## src/rtl/video_mono_filter_if.sv

```systemverilog
// Pixel bus between the system video source and the monochrome filter.
// The master side drives source pixels and the requested mode; the slave side drives the filtered pixels.
interface video_mono_filter_if #(
  parameter int IN_W  = 6,
  parameter int OUT_W = 3
);
  logic [2:0]       mode;
  logic [IN_W-1:0]  in_r;
  logic [IN_W-1:0]  in_g;
  logic [IN_W-1:0]  in_b;
  logic             in_hsync;
  logic             in_vsync;
  logic             in_blank;
  logic [OUT_W-1:0] out_r;
  logic [OUT_W-1:0] out_g;
  logic [OUT_W-1:0] out_b;
  logic             out_hsync;
  logic             out_vsync;
  logic             out_blank;
  logic [2:0]       mode_active;

  modport master (
    output mode, in_r, in_g, in_b, in_hsync, in_vsync, in_blank,
    input  out_r, out_g, out_b, out_hsync, out_vsync, out_blank, mode_active
  );

  modport slave (
    input  mode, in_r, in_g, in_b, in_hsync, in_vsync, in_blank,
    output out_r, out_g, out_b, out_hsync, out_vsync, out_blank, mode_active
  );
endinterface

```

## src/rtl/video_mono_filter.sv

```systemverilog
// Three-stage monochrome filter: BT.709 luma, per-mode composition, optional 2x2 ordered dither
// and width reduction, with syncs and blank delayed to match the pixel path.
module video_mono_filter #(
  parameter int IN_W      = 6,
  parameter int OUT_W     = 3,
  parameter int DITHER_EN = 1,
  parameter bit HS_POL    = 1'b0,
  parameter bit VS_POL    = 1'b0
) (
  input logic                 clk_vga,
  input logic                 rst_n,
  video_mono_filter_if.slave  vid
);

  localparam int              PW        = IN_W + 8;
  localparam logic [IN_W-1:0] M         = {IN_W{1'b1}};
  localparam bit              DITHER_ON = (DITHER_EN != 0) && (IN_W - OUT_W >= 2);
  localparam int              DSH       = (IN_W - OUT_W >= 2) ? (IN_W - OUT_W - 2) : 0;

  localparam logic [2:0] MODE_GREEN = 3'd1;
  localparam logic [2:0] MODE_AMBER = 3'd2;
  localparam logic [2:0] MODE_WHITE = 3'd3;
  localparam logic [2:0] MODE_INV   = 3'd4;

  logic [IN_W-1:0]  s1_r, s1_g, s1_b;
  logic [PW-1:0]    s1_pr, s1_pg, s1_pb;
  logic             s1_hs, s1_vs, s1_bl, s1_x, s1_y;
  logic [IN_W-1:0]  s2_r, s2_g, s2_b;
  logic             s2_hs, s2_vs, s2_bl, s2_x, s2_y;
  logic [OUT_W-1:0] o_r, o_g, o_b;
  logic             o_hs, o_vs, o_bl;
  logic [2:0]       mode_active;
  logic             x_cnt, y_cnt;
  logic             vs_lead, hs_lead;
  logic [IN_W-1:0]  luma, c2_r, c2_g, c2_b;
  logic [1:0]       bayer;
  logic [IN_W-1:0]  dith;

  // Stage 1 already holds the previous input syncs, so it doubles as the edge detector.
  assign vs_lead = (vid.in_vsync == VS_POL) && (s1_vs != VS_POL);
  assign hs_lead = (vid.in_hsync == HS_POL) && (s1_hs != HS_POL);

  always_ff @(posedge clk_vga) begin
    if (!rst_n) begin
      x_cnt       <= 1'b0;
      y_cnt       <= 1'b0;
      mode_active <= vid.mode;
    end else begin
      x_cnt <= vid.in_blank ? 1'b0 : ~x_cnt;
      if (vs_lead) begin
        y_cnt       <= 1'b0;
        mode_active <= vid.mode;
      end else if (hs_lead) begin
        y_cnt <= ~y_cnt;
      end
    end
  end

  always_ff @(posedge clk_vga) begin
    if (!rst_n) begin
      s1_r  <= '0;
      s1_g  <= '0;
      s1_b  <= '0;
      s1_pr <= '0;
      s1_pg <= '0;
      s1_pb <= '0;
      s1_hs <= ~HS_POL;
      s1_vs <= ~VS_POL;
      s1_bl <= 1'b1;
      s1_x  <= 1'b0;
      s1_y  <= 1'b0;
    end else begin
      s1_r  <= vid.in_r;
      s1_g  <= vid.in_g;
      s1_b  <= vid.in_b;
      s1_pr <= PW'(vid.in_r) * PW'(54);
      s1_pg <= PW'(vid.in_g) * PW'(183);
      s1_pb <= PW'(vid.in_b) * PW'(19);
      s1_hs <= vid.in_hsync;
      s1_vs <= vid.in_vsync;
      s1_bl <= vid.in_blank;
      s1_x  <= x_cnt;
      s1_y  <= y_cnt;
    end
  end

  // Weights sum to 256, so the shifted sum always fits back into IN_W bits.
  always_comb begin
    luma = IN_W'((s1_pr + s1_pg + s1_pb) >> 8);
    c2_r = s1_r;
    c2_g = s1_g;
    c2_b = s1_b;
    case (mode_active)
      MODE_GREEN: begin c2_r = '0;        c2_g = luma;      c2_b = '0;        end
      MODE_AMBER: begin c2_r = luma;      c2_g = luma >> 1; c2_b = '0;        end
      MODE_WHITE: begin c2_r = luma;      c2_g = luma;      c2_b = luma;      end
      MODE_INV:   begin c2_r = M - luma;  c2_g = M - luma;  c2_b = M - luma;  end
      default: ;
    endcase
  end

  always_ff @(posedge clk_vga) begin
    if (!rst_n) begin
      s2_r  <= '0;
      s2_g  <= '0;
      s2_b  <= '0;
      s2_hs <= ~HS_POL;
      s2_vs <= ~VS_POL;
      s2_bl <= 1'b1;
      s2_x  <= 1'b0;
      s2_y  <= 1'b0;
    end else begin
      s2_r  <= c2_r;
      s2_g  <= c2_g;
      s2_b  <= c2_b;
      s2_hs <= s1_hs;
      s2_vs <= s1_vs;
      s2_bl <= s1_bl;
      s2_x  <= s1_x;
      s2_y  <= s1_y;
    end
  end

  always_comb begin
    case ({s2_y, s2_x})
      2'b00:   bayer = 2'd0;
      2'b01:   bayer = 2'd2;
      2'b10:   bayer = 2'd3;
      default: bayer = 2'd1;
    endcase
    dith = DITHER_ON ? (IN_W'(bayer) << DSH) : '0;
  end

  // Saturating add keeps full-scale inputs at full scale instead of wrapping to black.
  function automatic logic [OUT_W-1:0] reduce(input logic [IN_W-1:0] c, input logic [IN_W-1:0] d);
    logic [IN_W:0]   sum;
    logic [IN_W-1:0] v;
    sum = {1'b0, c} + {1'b0, d};
    v   = (sum > {1'b0, M}) ? M : sum[IN_W-1:0];
    return OUT_W'(v >> (IN_W - OUT_W));
  endfunction

  always_ff @(posedge clk_vga) begin
    if (!rst_n) begin
      o_r  <= '0;
      o_g  <= '0;
      o_b  <= '0;
      o_hs <= ~HS_POL;
      o_vs <= ~VS_POL;
      o_bl <= 1'b1;
    end else begin
      o_r  <= s2_bl ? '0 : reduce(s2_r, dith);
      o_g  <= s2_bl ? '0 : reduce(s2_g, dith);
      o_b  <= s2_bl ? '0 : reduce(s2_b, dith);
      o_hs <= s2_hs;
      o_vs <= s2_vs;
      o_bl <= s2_bl;
    end
  end

  assign vid.out_r       = o_r;
  assign vid.out_g       = o_g;
  assign vid.out_b       = o_b;
  assign vid.out_hsync   = o_hs;
  assign vid.out_vsync   = o_vs;
  assign vid.out_blank   = o_bl;
  assign vid.mode_active = mode_active;

endmodule

```

## src/flat_wrapper.sv

```systemverilog
// flat-port wrapper written by rule: the top's interface ports become plain ports
module video_mono_filter_flat 
#(
  parameter int IN_W      = 6,
  parameter int OUT_W     = 3,
  parameter int DITHER_EN = 1,
  parameter bit HS_POL    = 1'b0,
  parameter bit VS_POL    = 1'b0
)
  (clk_vga, rst_n, vid_mode, vid_in_r, vid_in_g, vid_in_b, vid_in_hsync, vid_in_vsync, vid_in_blank, vid_out_r, vid_out_g, vid_out_b, vid_out_hsync, vid_out_vsync, vid_out_blank, vid_mode_active);
  video_mono_filter_if #(.IN_W(IN_W), .OUT_W(OUT_W)) vid_i ();
  input logic clk_vga;
  input logic rst_n;
  input wire logic [$bits(vid_i.mode)-1:0] vid_mode;
  input wire logic [$bits(vid_i.in_r)-1:0] vid_in_r;
  input wire logic [$bits(vid_i.in_g)-1:0] vid_in_g;
  input wire logic [$bits(vid_i.in_b)-1:0] vid_in_b;
  input wire logic [$bits(vid_i.in_hsync)-1:0] vid_in_hsync;
  input wire logic [$bits(vid_i.in_vsync)-1:0] vid_in_vsync;
  input wire logic [$bits(vid_i.in_blank)-1:0] vid_in_blank;
  output wire logic [$bits(vid_i.out_r)-1:0] vid_out_r;
  output wire logic [$bits(vid_i.out_g)-1:0] vid_out_g;
  output wire logic [$bits(vid_i.out_b)-1:0] vid_out_b;
  output wire logic [$bits(vid_i.out_hsync)-1:0] vid_out_hsync;
  output wire logic [$bits(vid_i.out_vsync)-1:0] vid_out_vsync;
  output wire logic [$bits(vid_i.out_blank)-1:0] vid_out_blank;
  output wire logic [$bits(vid_i.mode_active)-1:0] vid_mode_active;
  assign vid_i.mode = vid_mode;
  assign vid_i.in_r = vid_in_r;
  assign vid_i.in_g = vid_in_g;
  assign vid_i.in_b = vid_in_b;
  assign vid_i.in_hsync = vid_in_hsync;
  assign vid_i.in_vsync = vid_in_vsync;
  assign vid_i.in_blank = vid_in_blank;
  assign vid_out_r = vid_i.out_r;
  assign vid_out_g = vid_i.out_g;
  assign vid_out_b = vid_i.out_b;
  assign vid_out_hsync = vid_i.out_hsync;
  assign vid_out_vsync = vid_i.out_vsync;
  assign vid_out_blank = vid_i.out_blank;
  assign vid_mode_active = vid_i.mode_active;
  video_mono_filter #(.IN_W(IN_W), .OUT_W(OUT_W), .DITHER_EN(DITHER_EN), .HS_POL(HS_POL), .VS_POL(VS_POL)) u_core (.clk_vga(clk_vga), .rst_n(rst_n), .vid(vid_i));
endmodule
```

## config.mk

```make
export PLATFORM = sky130hd
export DESIGN_NAME = video_mono_filter_flat
export DESIGN_NICKNAME = d
export VERILOG_FILES = /design/src/rtl/video_mono_filter_if.sv /design/src/rtl/video_mono_filter.sv /design/src/flat_wrapper.sv
export SDC_FILE = /design/constraint.sdc
export NUM_CORES = 1
export LEC_CHECK = 0
export ABC_AREA = 1
export ABC_CLOCK_PERIOD_IN_PS = 8500
export CORE_MARGIN = 8
export CORE_UTILIZATION = 65
export DETAILED_ROUTE_END_ITERATION = 7
export GPL_TIMING_DRIVEN = 0
export PLACE_DENSITY = 0.87
export SETUP_SLACK_MARGIN = 0.05
export SYNTH_ARGS = -nofsm -noshare
export SYNTH_HDL_FRONTEND = slang
export SYNTH_SLANG_ARGS = --single-unit
```

## constraint.sdc

```tcl
create_clock -name clk_vga -period 8.5 [get_ports clk_vga]
set_input_delay 1.7 -clock clk_vga [delete_from_list [all_inputs] [get_ports clk_vga]]
set_output_delay 1.7 -clock clk_vga [all_outputs]
set_load 0.005 [all_outputs]
```

==> impl_metrics.csv <==
group,metric,value,unit
cts,worstSkewPairLatency,0.38,ns
setup_path,end_kind,"register",
final_layout,postLayoutCoreUtil,74.4,%
global_routing,grt_pass1_vias,5034,
placement,portBuffers,39,
global_routing,grt_pass1_wl,22600,um
drt,post_drt_wl_per_cell,14.4,um
global_routing,grt_max_degree,18,
power_and_ir_drop,p_seq_share,34.8,%
sta,final_max_slew_viol_count,0,
logic_synthesis,ys_seq_elements,93,
logic_synthesis,syn_nets,907,
power_and_ir_drop,pwr_density_cell,224,nW/um^2
die,rows,35,
sta,final.setup.worst_slack,3.45,ns
power_and_ir_drop,intPower,0.000868,W
power_and_ir_drop,ir_drop,0.148,mV
cts,cts_resized,0,
logic_synthesis,synth_top_area_cell,"dfxtp_1",
drt,wl,13400,um
sta,fin_crit,5.05,ns
sta,rsz0062_at_grt,"false",
global_routing,grt_usage,21.8,%
sta,whs,0.414,ns
die,die_w,113,um
logic_synthesis,synth.area.top_cells,"dfxtp_1 (30%), ha_1 (17%), fa_1 (11%)",
cts,cts_setup_buffers,0,
placement,routabilityCongestion,0.880,
logic_synthesis,synth.distinct_cells,40,
setup_path,required,8.76,ns
cts,cts_sinks,93,
run_status,outcome,"finished, final reports clean",
logic_synthesis,avgSynthCellArea,7.98,sq um
power_and_ir_drop,power.share.switching,43.2,%
logic_synthesis,synth.top_cell.area_share,29.6,%
logic_synthesis,syn_area,6100,sq um
cts,numCtsBuffers,9,
cts,cts_root_buf,"clkbuf_8",
die,core-area,9150,sq um
drt,drtIter0Drc,330,
cts,path_clk_slew,0.10,ns
drt,firstDrtPassIters,6,
hold_path,hold_class,"reg -> reg",
power_and_ir_drop,pwr-share-comb,46.9,%
sta,period_share,59.5,%
sta,finClkSkew,0.0166,ns
drt,vias,4978,
global_routing,gr-total-overflow,0,
run,drv_cap,0,
setup_path,critical_path_arrival,5.32,ns
global_routing,antenna_found_initial,0,
power_and_ir_drop,power_leakage,3.77,nW
cts,clockBufferDepth,2,
final_layout,layout.nets,957,
placement,post-place-ws,3.10,ns
final_layout,final_common_cell,"inv_1",
sta,finalSetupViolations,0,
cts,tritoncts,"built",
sta,fmax,198,MHz
die,boundaryPins,41,
cts,htreeDepth,3,
logic_synthesis,ys_warn_count,0,
sta,hold_viol_final,0,
placement,dp_hpwl,11000,um
setup_path,cp-start-kind,"input port",
die,die_area,12700,sq um
sta,slew_headroom,61.4,%
final_layout,antenna_cells,0,
power_and_ir_drop,switching_power,0.000659,W
cts,ctsHoldBuffers,0,
drt,drc,0,
power_and_ir_drop,power,0.00153,W
sta,tightest_slew,0.580,ns
setup_path,cp_max_fo,6,
sta,fin_setup_tns,0,ns
die,initial_core_util,66.6,%
die,dieHeight,113,um
final_layout,area_growth,11.7,%
drt,ant_nets,0,
logic_synthesis,ys_seq_area_share,31.0,%
logic_synthesis,synthCells,764,
power_and_ir_drop,p_clk_share,18.3,%
drt,vias_per_cell,5.35,
final_layout,drive_above_1_share,6.23,%
final_layout,final_cell_mix,"inv_1 (161), nand2_1 (156), dfxtp_1 (90), ha_1 (84), a21oi_1 (52)",
setup_path,path_class,"in -> reg",
power by group through the flow:
stage	registers, W	clock network (W)	logic, W
finish	0.000532	0.000279	0.000716
global route	0.000537	0.000295	0.000813
CTS	0.000532	0.000277	0.000707
detailed placement	0.000542	0	0.000696
global placement	0.000540	0	0.000662
floorplan	0.000531	0	0.000534
worst max-delay path: stages:
cell and delay (ns):
clkdlybuf4s50_1 0.62, inv_1 0.09, ha_1 0.34, inv_1 0.08, fa_1 0.53, inv_1 0.06
fa_1 0.53, inv_1 0.05, ha_1 0.35, a21oi_1 0.24, o21ai_0 0.14, a21oi_1 0.25
o21bai_1 0.11, o21ai_0 0.15, a21oi_1 0.07
kinds of logic after synthesis:
family          count (synthesis)  synth area share (%)
flops                          93                  31.0
compound gates                105                  9.52
xor+xnor                        4                 0.575
fa+ha+maj                     117                  28.1
simple gates                  270                  19.9
buf+inv                       175                  10.9
registers in the layout, indices dropped and copies added, names as in the netlist, 3 cells and up:
name                    cells
u_core.s1_g                 5
u_core.s1_pr               11
u_core.vid.mode_active      3
u_core.vid.out_g            3
u_core.s2_r                 5
u_core.s1_r                 5
u_core.s1_pb               11
u_core.vid.out_r            3
u_core.s1_pg               14
u_core.s2_g                 5
u_core.vid.out_b            3
u_core.s1_b                 5
u_core.s2_b                 5
cell type report:
| class | count | area [sq um] |
|---|---|---|
| multi-input cells | 496 | 3540 |
| fillers | 694 | 2340 |
| flip-flops and latches | 93 | 1890 |
| inverters | 166 | 623 |
| repair buffers | 39 | 390 |
| well taps | 111 | 139 |
| clock buffers | 9 | 124 |
| clock inverters | 7 | 57.6 |
| plain buffers | 9 | 42.5 |
per-stage QoR:
| stage | std cells | area, sq um |
|---|---|---|
| final | 930 | 6810 |
| after global routing | 930 | 6810 |
| after CTS | 930 | 6810 |
| after detailed placement | 914 | 6630 |
| after global placement | 914 | 6630 |
| after floorplan | 764 | 6100 |
per-layer routing:
layer  routed length (um)  part of all wire [%]  GRT usage [%]  vias to the layer above
li1                     -                     -              -                     2508
met1                 5480                    41           23.8                     2330
met2                 7010                    52           40.9                      115
met3                  551                   4.1           3.57                       25
met4                  342                   2.6           8.79                        0
met5                    0                     0              0                        -
worst paths after layout:
check                             start                           to  slack (ns)  depth (start not counted)
min reg2reg     u_core.x_cnt$_SDFF_PP0_      u_core.x_cnt$_SDFF_PP0_        0.41                          1
min             u_core.x_cnt$_SDFF_PP0_      u_core.x_cnt$_SDFF_PP0_        0.41                          1
max                         vid_in_g[4]  u_core.s1_pg[11]$_SDFF_PN0_        3.45                         15
max reg2reg  u_core.s1_pb[3]$_SDFF_PN0_    u_core.s2_g[2]$_SDFF_PN0_        6.04                         16
synth_stat cells (all sizes together):
cell	number
a21oi	53
a22o	1
o2111ai	1
edfxtp	3
ha	84
a211oi	4
o211ai	1
and3	4
nand3b	1
xor2	4
o21ai	34
a31oi	1
a21o	5
o31ai	1
a21boi	1
o21bai	1
inv	166
nand4	6
o311ai	1
nand3	47
nor2	35
nor3	5
dfxtp	90
nand2	165
or2	7
buf	2
fa	33
clkbuf	7
o21a	1
No activity file was read; power rests on OpenSTA's default activity.
